### src/rtl/keypad_matrix_scanner.sv
// ROWS x COLS keypad scanner: one-hot row drive, debounced press/release,
// single-key qualification and optional auto-repeat, all paced by a scan tick.
//
// state    | meaning
// ---------|-------------------------------------------------------------
// SCAN     | walking the rows, waiting for a single key on the driven row
// PRESS_DB | row frozen, counting stable ticks of the latched key
// HELD     | key debounced and held; auto-repeat timer runs here
// REL_DB   | latched key reads open, counting ticks toward release
module keypad_matrix_scanner #(
    parameter int ROWS         = 4,
    parameter int COLS         = 4,
    parameter int SCAN_DIV     = 100000,
    parameter int DEBOUNCE     = 24,
    parameter int REPEAT_DELAY = 0,
    parameter int REPEAT_RATE  = 8,
    parameter int KW           = $clog2(ROWS * COLS)
) (
    input  logic            clk,
    input  logic            reset,
    input  logic [COLS-1:0] col,
    output logic [ROWS-1:0] rowScan,
    output logic [KW-1:0]   keyCode,
    output logic            keyValid,
    output logic            isRepeat,
    output logic            keyRelease,
    output logic            keyHeld
);

    localparam int TW  = $clog2(SCAN_DIV);
    localparam int RW  = $clog2(ROWS);
    localparam int CW  = $clog2(COLS);
    localparam int DBW = $clog2(DEBOUNCE + 1);
    localparam int RPW = $clog2(REPEAT_DELAY + REPEAT_RATE + 1);

    typedef enum logic [1:0] {SCAN, PRESS_DB, HELD, REL_DB} state_t;

    state_t          state;
    logic [TW-1:0]   div_cnt;
    logic            tick;
    logic [RW-1:0]   row_idx;
    logic [RW-1:0]   row_nxt;
    logic [COLS-1:0] col_lat;
    logic [CW-1:0]   col_idx;
    logic [CW-1:0]   col_idx_c;
    logic [DBW-1:0]  db_cnt;
    logic [DBW-1:0]  db_inc;
    logic [RPW-1:0]  rep_cnt;
    logic [RPW-1:0]  rep_inc;
    logic            valid1;
    logic            lat_bit;
    logic            others;

    function automatic logic [KW-1:0] key_code(input logic [RW-1:0] r, input logic [CW-1:0] c);
        return KW'(int'(r) * COLS + int'(c));
    endfunction

    assign tick = (div_cnt == TW'(SCAN_DIV - 1));

    always_ff @(posedge clk or posedge reset) begin
        if (reset) div_cnt <= '0;
        else       div_cnt <= tick ? '0 : div_cnt + 1'b1;
    end

    assign valid1  = (col != '0) && ((col & (col - 1'b1)) == '0);
    assign row_nxt = (row_idx == RW'(ROWS - 1)) ? '0 : row_idx + 1'b1;
    assign lat_bit = col[col_idx];
    assign others  = |(col & ~col_lat);
    assign db_inc  = (db_cnt == DBW'(DEBOUNCE)) ? db_cnt : db_cnt + 1'b1;
    assign rep_inc = (rep_cnt == RPW'(REPEAT_DELAY + REPEAT_RATE)) ? rep_cnt : rep_cnt + 1'b1;

    always_comb begin
        col_idx_c = '0;
        for (int i = 0; i < COLS; i++)
            if (col[i]) col_idx_c = CW'(i);
    end

    always_ff @(posedge clk or posedge reset) begin
        if (reset) begin
            state      <= SCAN;
            row_idx    <= '0;
            rowScan    <= ROWS'(1);
            col_lat    <= '0;
            col_idx    <= '0;
            db_cnt     <= '0;
            rep_cnt    <= '0;
            keyCode    <= '0;
            keyValid   <= 1'b0;
            isRepeat   <= 1'b0;
            keyRelease <= 1'b0;
            keyHeld    <= 1'b0;
        end else begin
            keyValid   <= 1'b0;
            isRepeat   <= 1'b0;
            keyRelease <= 1'b0;
            if (tick) begin
                case (state)
                    SCAN: begin
                        if (valid1) begin
                            col_lat <= col;
                            col_idx <= col_idx_c;
                            db_cnt  <= DBW'(1);
                            if (DEBOUNCE == 1) begin
                                keyValid <= 1'b1;
                                keyHeld  <= 1'b1;
                                keyCode  <= key_code(row_idx, col_idx_c);
                                rep_cnt  <= '0;
                                state    <= HELD;
                            end else begin
                                state <= PRESS_DB;
                            end
                        end else begin
                            row_idx <= row_nxt;
                            rowScan <= ROWS'(1) << row_nxt;
                        end
                    end
                    PRESS_DB: begin
                        if (col == col_lat) begin
                            db_cnt <= db_inc;
                            if (db_inc == DBW'(DEBOUNCE)) begin
                                keyValid <= 1'b1;
                                keyHeld  <= 1'b1;
                                keyCode  <= key_code(row_idx, col_idx);
                                rep_cnt  <= '0;
                                state    <= HELD;
                            end
                        end else begin
                            db_cnt  <= '0;
                            row_idx <= row_nxt;
                            rowScan <= ROWS'(1) << row_nxt;
                            state   <= SCAN;
                        end
                    end
                    HELD: begin
                        if (!lat_bit) begin
                            db_cnt <= DBW'(1);
                            if (DEBOUNCE == 1) begin
                                keyRelease <= 1'b1;
                                keyHeld    <= 1'b0;
                                row_idx    <= row_nxt;
                                rowScan    <= ROWS'(1) << row_nxt;
                                state      <= SCAN;
                            end else begin
                                state <= REL_DB;
                            end
                        end else if (!others && REPEAT_DELAY != 0) begin
                            // Folding back to REPEAT_DELAY keeps the repeat period without letting repCnt grow
                            rep_cnt <= (rep_inc == RPW'(REPEAT_DELAY + REPEAT_RATE)) ? RPW'(REPEAT_DELAY) : rep_inc;
                            if (rep_inc == RPW'(REPEAT_DELAY) || rep_inc == RPW'(REPEAT_DELAY + REPEAT_RATE)) begin
                                keyValid <= 1'b1;
                                isRepeat <= 1'b1;
                            end
                        end
                    end
                    REL_DB: begin
                        if (!lat_bit) begin
                            db_cnt <= db_inc;
                            if (db_inc == DBW'(DEBOUNCE)) begin
                                keyRelease <= 1'b1;
                                keyHeld    <= 1'b0;
                                db_cnt     <= '0;
                                row_idx    <= row_nxt;
                                rowScan    <= ROWS'(1) << row_nxt;
                                state      <= SCAN;
                            end
                        end else begin
                            state <= HELD;
                        end
                    end
                    default: state <= SCAN;
                endcase
            end
        end
    end

endmodule

### config.mk
export PLATFORM = sky130hd
export DESIGN_NAME = keypad_matrix_scanner
export DESIGN_NICKNAME = d
export VERILOG_FILES = /design/src/rtl/keypad_matrix_scanner.sv
export SDC_FILE = /design/constraint.sdc
export NUM_CORES = 1
export LEC_CHECK = 0
export ABC_CLOCK_PERIOD_IN_PS = 3300
export BUFFER_PORTS_ARGS = -buffer_cell sky130_fd_sc_hd__buf_2
export CAP_MARGIN = 30
export CORE_MARGIN = 3
export CORE_UTILIZATION = 64
export CTS_CLUSTER_SIZE = 10
export DETAILED_ROUTE_END_ITERATION = 7
export GPL_TIMING_DRIVEN = 0
export PLACE_DENSITY_LB_ADDON = 0.08
export REMOVE_ABC_BUFFERS = 1
export SETUP_SLACK_MARGIN = 0.2
export SLEW_MARGIN = 20
export SYNTH_ARGS = -nofsm -noshare
export SYNTH_HDL_FRONTEND = slang
export SYNTH_SLANG_ARGS = --single-unit
export TNS_END_PERCENT = 20
### constraint.sdc
create_clock -name clk -period 3.3 [get_ports clk]
set_clock_uncertainty 0.05 [all_clocks]
set_input_delay 0.165 -clock clk [delete_from_list [all_inputs] [get_ports clk]]
set_output_delay 0.165 -clock clk [all_outputs]
set_load 0.005 [all_outputs]
# Yosys cells after proc, flatten, opt, wreduce, memory -nomap -nowiden
# Cells that the tools add are included.
[totals]
register_bits = 43
latchBits = 0
ramBits = 0
rom_bits = 0
input_bits = 6
output_inout_bits = 12
elab_cells = 92
n_memories = 0
[op_classes]
addsub = 5
multipliers = 0
n_div = 0
order_cmp = 1
eq_ne = 18
shifts = 1
mux = 43
bitwise_logic = 1
n_reduce_logical = 12
[ops]
columns = ["operator", "count"]
rows = [
  ["$mux 5", 6],
  ["$mux 2", 13],
  ["$pmux 5 s4", 1],
  ["$add 17x1->17 const B", 1],
  ["$eq 17x17->1 const B", 1],
  ["$mux 17", 1],
  ["$mux 4", 4],
  ["$ne 2x2->1 const B", 8],
  ["$mux 1", 13],
  ["$pmux 4 s3", 1],
  ["$reduce_and 6->1", 2],
  ["$eq 5x5->1 const B", 2],
  ["$pmux 2 s4", 1],
  ["$reduce_and 4->1", 2],
  ["$eq 2x2->1 const B", 3],
  ["$ne 3x3->1 const B", 2],
  ["$pmux 2 s3", 1],
  ["$add 5x1->5 const B", 1],
  ["$reduce_and 5->1", 1],
  ["$add 4x2->4", 1],
  ["$and 4x4->4", 1],
  ["$eq 4x4->1", 1],
  ["$logic_not 4->1", 1],
  ["$reduce_bool 4->1", 1],
  ["other kinds (12)", 12],
]

# Depth between registers and ports, before layout
[logic_depth]
depth_word = 7
ltp_mapped = 7
ltp_nobuf = 7

# Worst setup path after synthesis
# No wires, ideal clock.
[synth_path]
path_type = "register to register"
from = "register div_cnt[14]"
to = "register keyCode[0]"
setup_time_ps = 125
arrival_ps = 2022
required_time_ps = 3125
slack_ps = 1103
path_stages_with_launch = 6
path_buffers = 0
synth_period_minus_slack_ps = 2197
path_cell_list = "dfrtp_1 or4_4 or4_4 nor4_4 nand2_2 mux2_2"
[synth_via]
elab_chain_len = 2
[synth_lines]
columns = ["item", "line", "source"]
rows = [
  ["start, declared", "39", "logic [TW-1:0] div_cnt;"],
  ["start signal, assigned", "62", "else div_cnt <= tick ? '0 : div_cnt + 1'b1;"],
  ["$eq 17x17->1", "58", "assign tick = (div_cnt == TW'(SCAN_DIV - 1));"],
  ["$reduce_and 4->1 (no source line)", "-", ""],
  ["end signal, assigned", "106", "keyCode <= key_code(row_idx, col_idx_c);"],
  ["end signal, assigned", "123", "keyCode <= key_code(row_idx, col_idx);"],
  ["end, declared", "23", "output logic [KW-1:0] keyCode,"],
]
# No other way between the ends.
# A chain may end at the register's enable or synchronous reset.

# Worst setup path after layout
[layout_path]
from = "register div_cnt[6]"
to = "register row_idx[1]"
[layout_via]
elab_chain_len = 2
[layout_lines]
columns = ["item", "line", "source"]
rows = [
  ["$eq 17x17->1", "58", ""],
  ["$reduce_and 6->1 (no source line)", "-", ""],
  ["end signal, assigned", "113", "row_idx <= row_nxt;"],
  ["end signal, assigned", "129", "row_idx <= row_nxt;"],
  ["end signal, assigned", "140", "row_idx <= row_nxt;"],
  ["end, declared", "41", "logic [RW-1:0] row_idx;"],
]
# No other way between the ends.

==> metrics list <==
- In this run, the clock network consumes 42.3% of the power.
* Final min period: 2.71 ns
- Max Root-Sink Buffers: 2
* Highest metal layer used by the detailed router: met4
- Including well taps, the total number of placed cells is 273.
- Power density over the cells: 376 nW/um2
* Depth of the worst register-to-register path: 5
- Counting instances, the worst hold path has a depth of 2.
- The congestion estimate from routability-driven global placement came to 0.962.
* Distinct cell type count of the synthesized netlist: 52
* Measured slew at the worst slew-check pin: 0.927 ns
- Net switching is 21.2% of the power.
* Clock tree from TritonCTS: done
* Most common cell after layout, fill and taps aside: dfrtp_1
- During placement, the flow inserted port buffers numbering 16.
- Fraction of power consumed by sequential logic: 54.2%
- Counting the fill cells in the layout gives 241.
- The worst setup path is of the flop to flop kind.
* Clock tree root buffer cell: clkbuf_8
- For this run, the number of standard cells in the final layout without fillers is 282.
* Warnings, synthesis: 0
- The post-route netlist has 22.0% of its cells at a drive strength greater than 1.
* Remaining global-route overflow: 0
* Postcts setup bufs: 0
* ANT cells: 0
- From synthesis to final layout, the design area changed by 10.1%.
- HPWL after detailed placement: 3330 um
* Largest net degree at the start of global routing: 33
- Synth Area per Inst: 10.8 um2
- Biggest cell delay along the critical path: 0.60 ns
* Data required time at the worst endpoint: 3.43 ns
* Async S/R FF share, synth: 100%
- Among cell families on the critical path, the largest total delay comes from simple AND/OR/NAND/NOR gates.
- For this design the static power due to leakage is 1.14 nW.
- The core region is 3440 um2.
* Length of routed met2 wiring: 2200 um
- Setup slack on the critical path of the routed design comes to 0.594 ns.
- Synthesized instance count: 217
- Across every metal layer, demand over resource in global routing totals 24.0%.
- Hold Path End: col_lat[2]$_DFFE_PP0P_
- Met1 routed wirelength after detailed routing: 2090 um
* Run status: finished, final reports clean
- Derived from the worst setup path, the maximum achievable clock frequency is 0.370 GHz.
- Sequential area share after synthesis: 45.9%
- Total Routed Length: 4520 um
* Final period util: 82.0%
- Setup repair after global routing left no endpoint under its margin.
- Max-cap violations in this run came to 0.
* Setup tns final: 0 ns
- The initial utilization of the core area, before any placement, comes to 68.2%.
* Endpoint of the worst register-to-register path: row_idx[1]$_DFFE_PP0P_
- Number of violations reported at the end of detailed-routing iteration 0: 140
- Across all layers, the routed design uses 1698 vias.
- Startpoint type of the worst setup path: flop
- Final-report hold violation count: 0
- I/O pin count: 18
- Max-slew headroom: 36.6%
- The slowest stage of the critical path is the nor2_1 cell.
- Most used DFF post-synth: dfrtp_1
- For this run, the post-layout net count is 249.
- Total die area: 4430 um2
- Dividing the detail-routed wire length by the instance count gives 16.0 um.
- Combinational share of power: 3.5%
- First-pass GRT wire length: 8130 um
- Total net switching power: 0.000206 W
- Along the worst path, the maximum fanout reaches 11.
* Number of buffers and inverters on the critical path: 0
* TritonCTS buffer count: 5
* Setup violations, final: 0
- Yosys mapped a number of flops with a built-in enable equal to 0.
* Chip Width: 66.6 um
* Fin. max-slew vios: 0
- The initial antenna violation count is 0.
* Commonest cells after routing, fill and taps aside: dfrtp_1 (42), nor2_1 (17), buf_2 (16)
* H-tree depth reported by CTS: 2
* DIE HEIGHT: 66.6 um
* Hold WC Path Type: input pin to flop
- The tree built by TritonCTS fans out to 43 sinks.
- The critical path goes through nand4bb_4 -> or4_1 -> nor2_1 -> o2111ai_2 -> mux2_2.
* Drt via density: 6.02
* CP arrival: 2.84 ns
* Placement-stage worst setup slack: 0.589 ns
- R2R Setup Slk: 0.59 ns
* Vias in the first global route: 1739
* Final routed DRC violation total: 0
- Peak supply drop: 294 uV
* Number of antenna-violating nets in the routed design: 0
* Clock latency on the worst-skew pair: 0.29 ns
- Worst Hold Launch: col[2]
* Worst R2R Start: div_cnt[6]$_DFF_PP0_
* Clk pin slew, worst setup/hold paths: 0.09 ns
- Combined area of all synthesized cells: 2350 um2
- Internal power comes to 0.000766 W.
- The first detailed-routing pass ran for 4 iterations.
- Total Power: 0.000971 W
* Number of storage elements in the synthesis netlist: 43
- Detailed routing placed a total of 168 um of wire on met3.
* Endpoint class of the critical path: flop
- Row count: 21
==> how the worst max path moves through the flow <==
| stage | start | to | slack [ns] | depth (start not counted) |
|---|---|---|---|---|
| CTS | div_cnt[6]$_DFF_PP0_ | row_idx[1]$_DFFE_PP0P_ | 0.57 | 5 |
| finish | div_cnt[6]$_DFF_PP0_ | row_idx[1]$_DFFE_PP0P_ | 0.59 | 5 |
| floorplan | div_cnt[6]$_DFF_PP0_ | rowScan[1]$_DFFE_PP0P_ | 1.04 | 5 |
| global placement | div_cnt[6]$_DFF_PP0_ | row_idx[1]$_DFFE_PP0P_ | 0.66 | 5 |
| detailed placement | div_cnt[6]$_DFF_PP0_ | row_idx[1]$_DFFE_PP0P_ | 0.59 | 5 |
| global route | db_cnt[0]$_DFFE_PP0P_ | keyCode[2]$_DFFE_PP0P_ | 0.35 | 7 |
==> per-stage QoR <==
step	hold WS [ns]	utilization [%]	cell area (um2)
6_report	0.156	75.1	2590
3_3_place_gp	0.423	70.9	2440
5_1_grt	0.152	75.1	2590
3_5_place_dp	0.0675	71.5	2460
2_1_floorplan	0.266	-	2300
4_1_cts	0.142	75.1	2590
==> power groups by stage <==
stage	Combinational, W	Sequential, W	Clock [W]
floorplan	0.0000188	0.000537	0
global placement	0.0000287	0.000537	0
detailed placement	0.0000334	0.000537	0
CTS	0.0000344	0.000526	0.000420
global route	0.0000390	0.000527	0.000445
finish	0.0000339	0.000526	0.000411
==> area by class of cell <==
type                    count  area [um2]  area share [%]
multi-input cells         155        1180            45.7
flip-flops and latches     43        1080            41.7
repair buffers             18         110            4.26
clock buffers               5        68.8            2.66
well taps                  46        57.6            2.23
clock inverters             3        46.3            1.79
inverters                  12        45.0            1.74
==> flip-flops by register name, summed over array words and instances, names as in the netlist <==
register	count
div_cnt	17
db_cnt	5
col_lat	4
keyCode	4
rowScan	4
col_idx	2
row_idx	2
state	2
keyHeld	1
keyRelease	1
keyValid	1
==> synthesized netlist by cell type (all sizes together), types with 4 or more instances <==
| cell | n | area share [%] |
|---|---|---|
| clkbuf | 4 | 1.1 |
| xnor2 | 14 | 5.2 |
| nand4 | 6 | 1.6 |
| nand2 | 9 | 1.5 |
| ha | 8 | 4.3 |
| mux2 | 14 | 6.7 |
| a21oi | 4 | 0.85 |
| inv | 12 | 1.9 |
| dfrtp | 42 | 45 |
| nor4 | 5 | 2.6 |
| or4 | 5 | 1.9 |
| xor2 | 7 | 2.6 |
| nand3 | 11 | 2.3 |
| nor3 | 10 | 2.1 |
| o21ai | 5 | 1.1 |
| nor2 | 17 | 2.7 |
==> worst reg2reg max path, delay by kind of cell (launching register included) <==
| kind | cells | cell delay (ns) |
|---|---|---|
| AOI/OAI and AO/OA | 1 | 0.43 |
| DFF | 1 | 0.44 |
| muxes | 1 | 0.38 |
| and+or+nand+nor | 3 | 1.31 |
==> layer usage <==
layer	global-route usage, %	vias to the layer above
met5	0	-
met4	7.61	0
met3	4.89	6
met2	39.5	46
met1	31.7	830
li1	-	816
==> cell families (layout without fill, tap and decap cells) <==
kind of cell | after synthesis | after routing | share of synthesized area, %
other cells | 1 | 1 | 0.160
buf+inv | 19 | 38 | 3.84
fa+ha+maj | 8 | 8 | 4.26
compound gates | 26 | 26 | 7.99
simple gates | 83 | 83 | 22.0
mux | 16 | 16 | 8.10
xor+xnor | 21 | 21 | 7.83
flops | 43 | 43 | 45.9
==> what timing repair did <==
| action | 4_1_cts | 5_1_grt |
|---|---|---|
| hold buffers | 1 | 0 |
| endpoints found under the hold margin | 11 | 0 |
| gates resized for setup | 0 | 0 |
(Power assumes the default switching activity.)
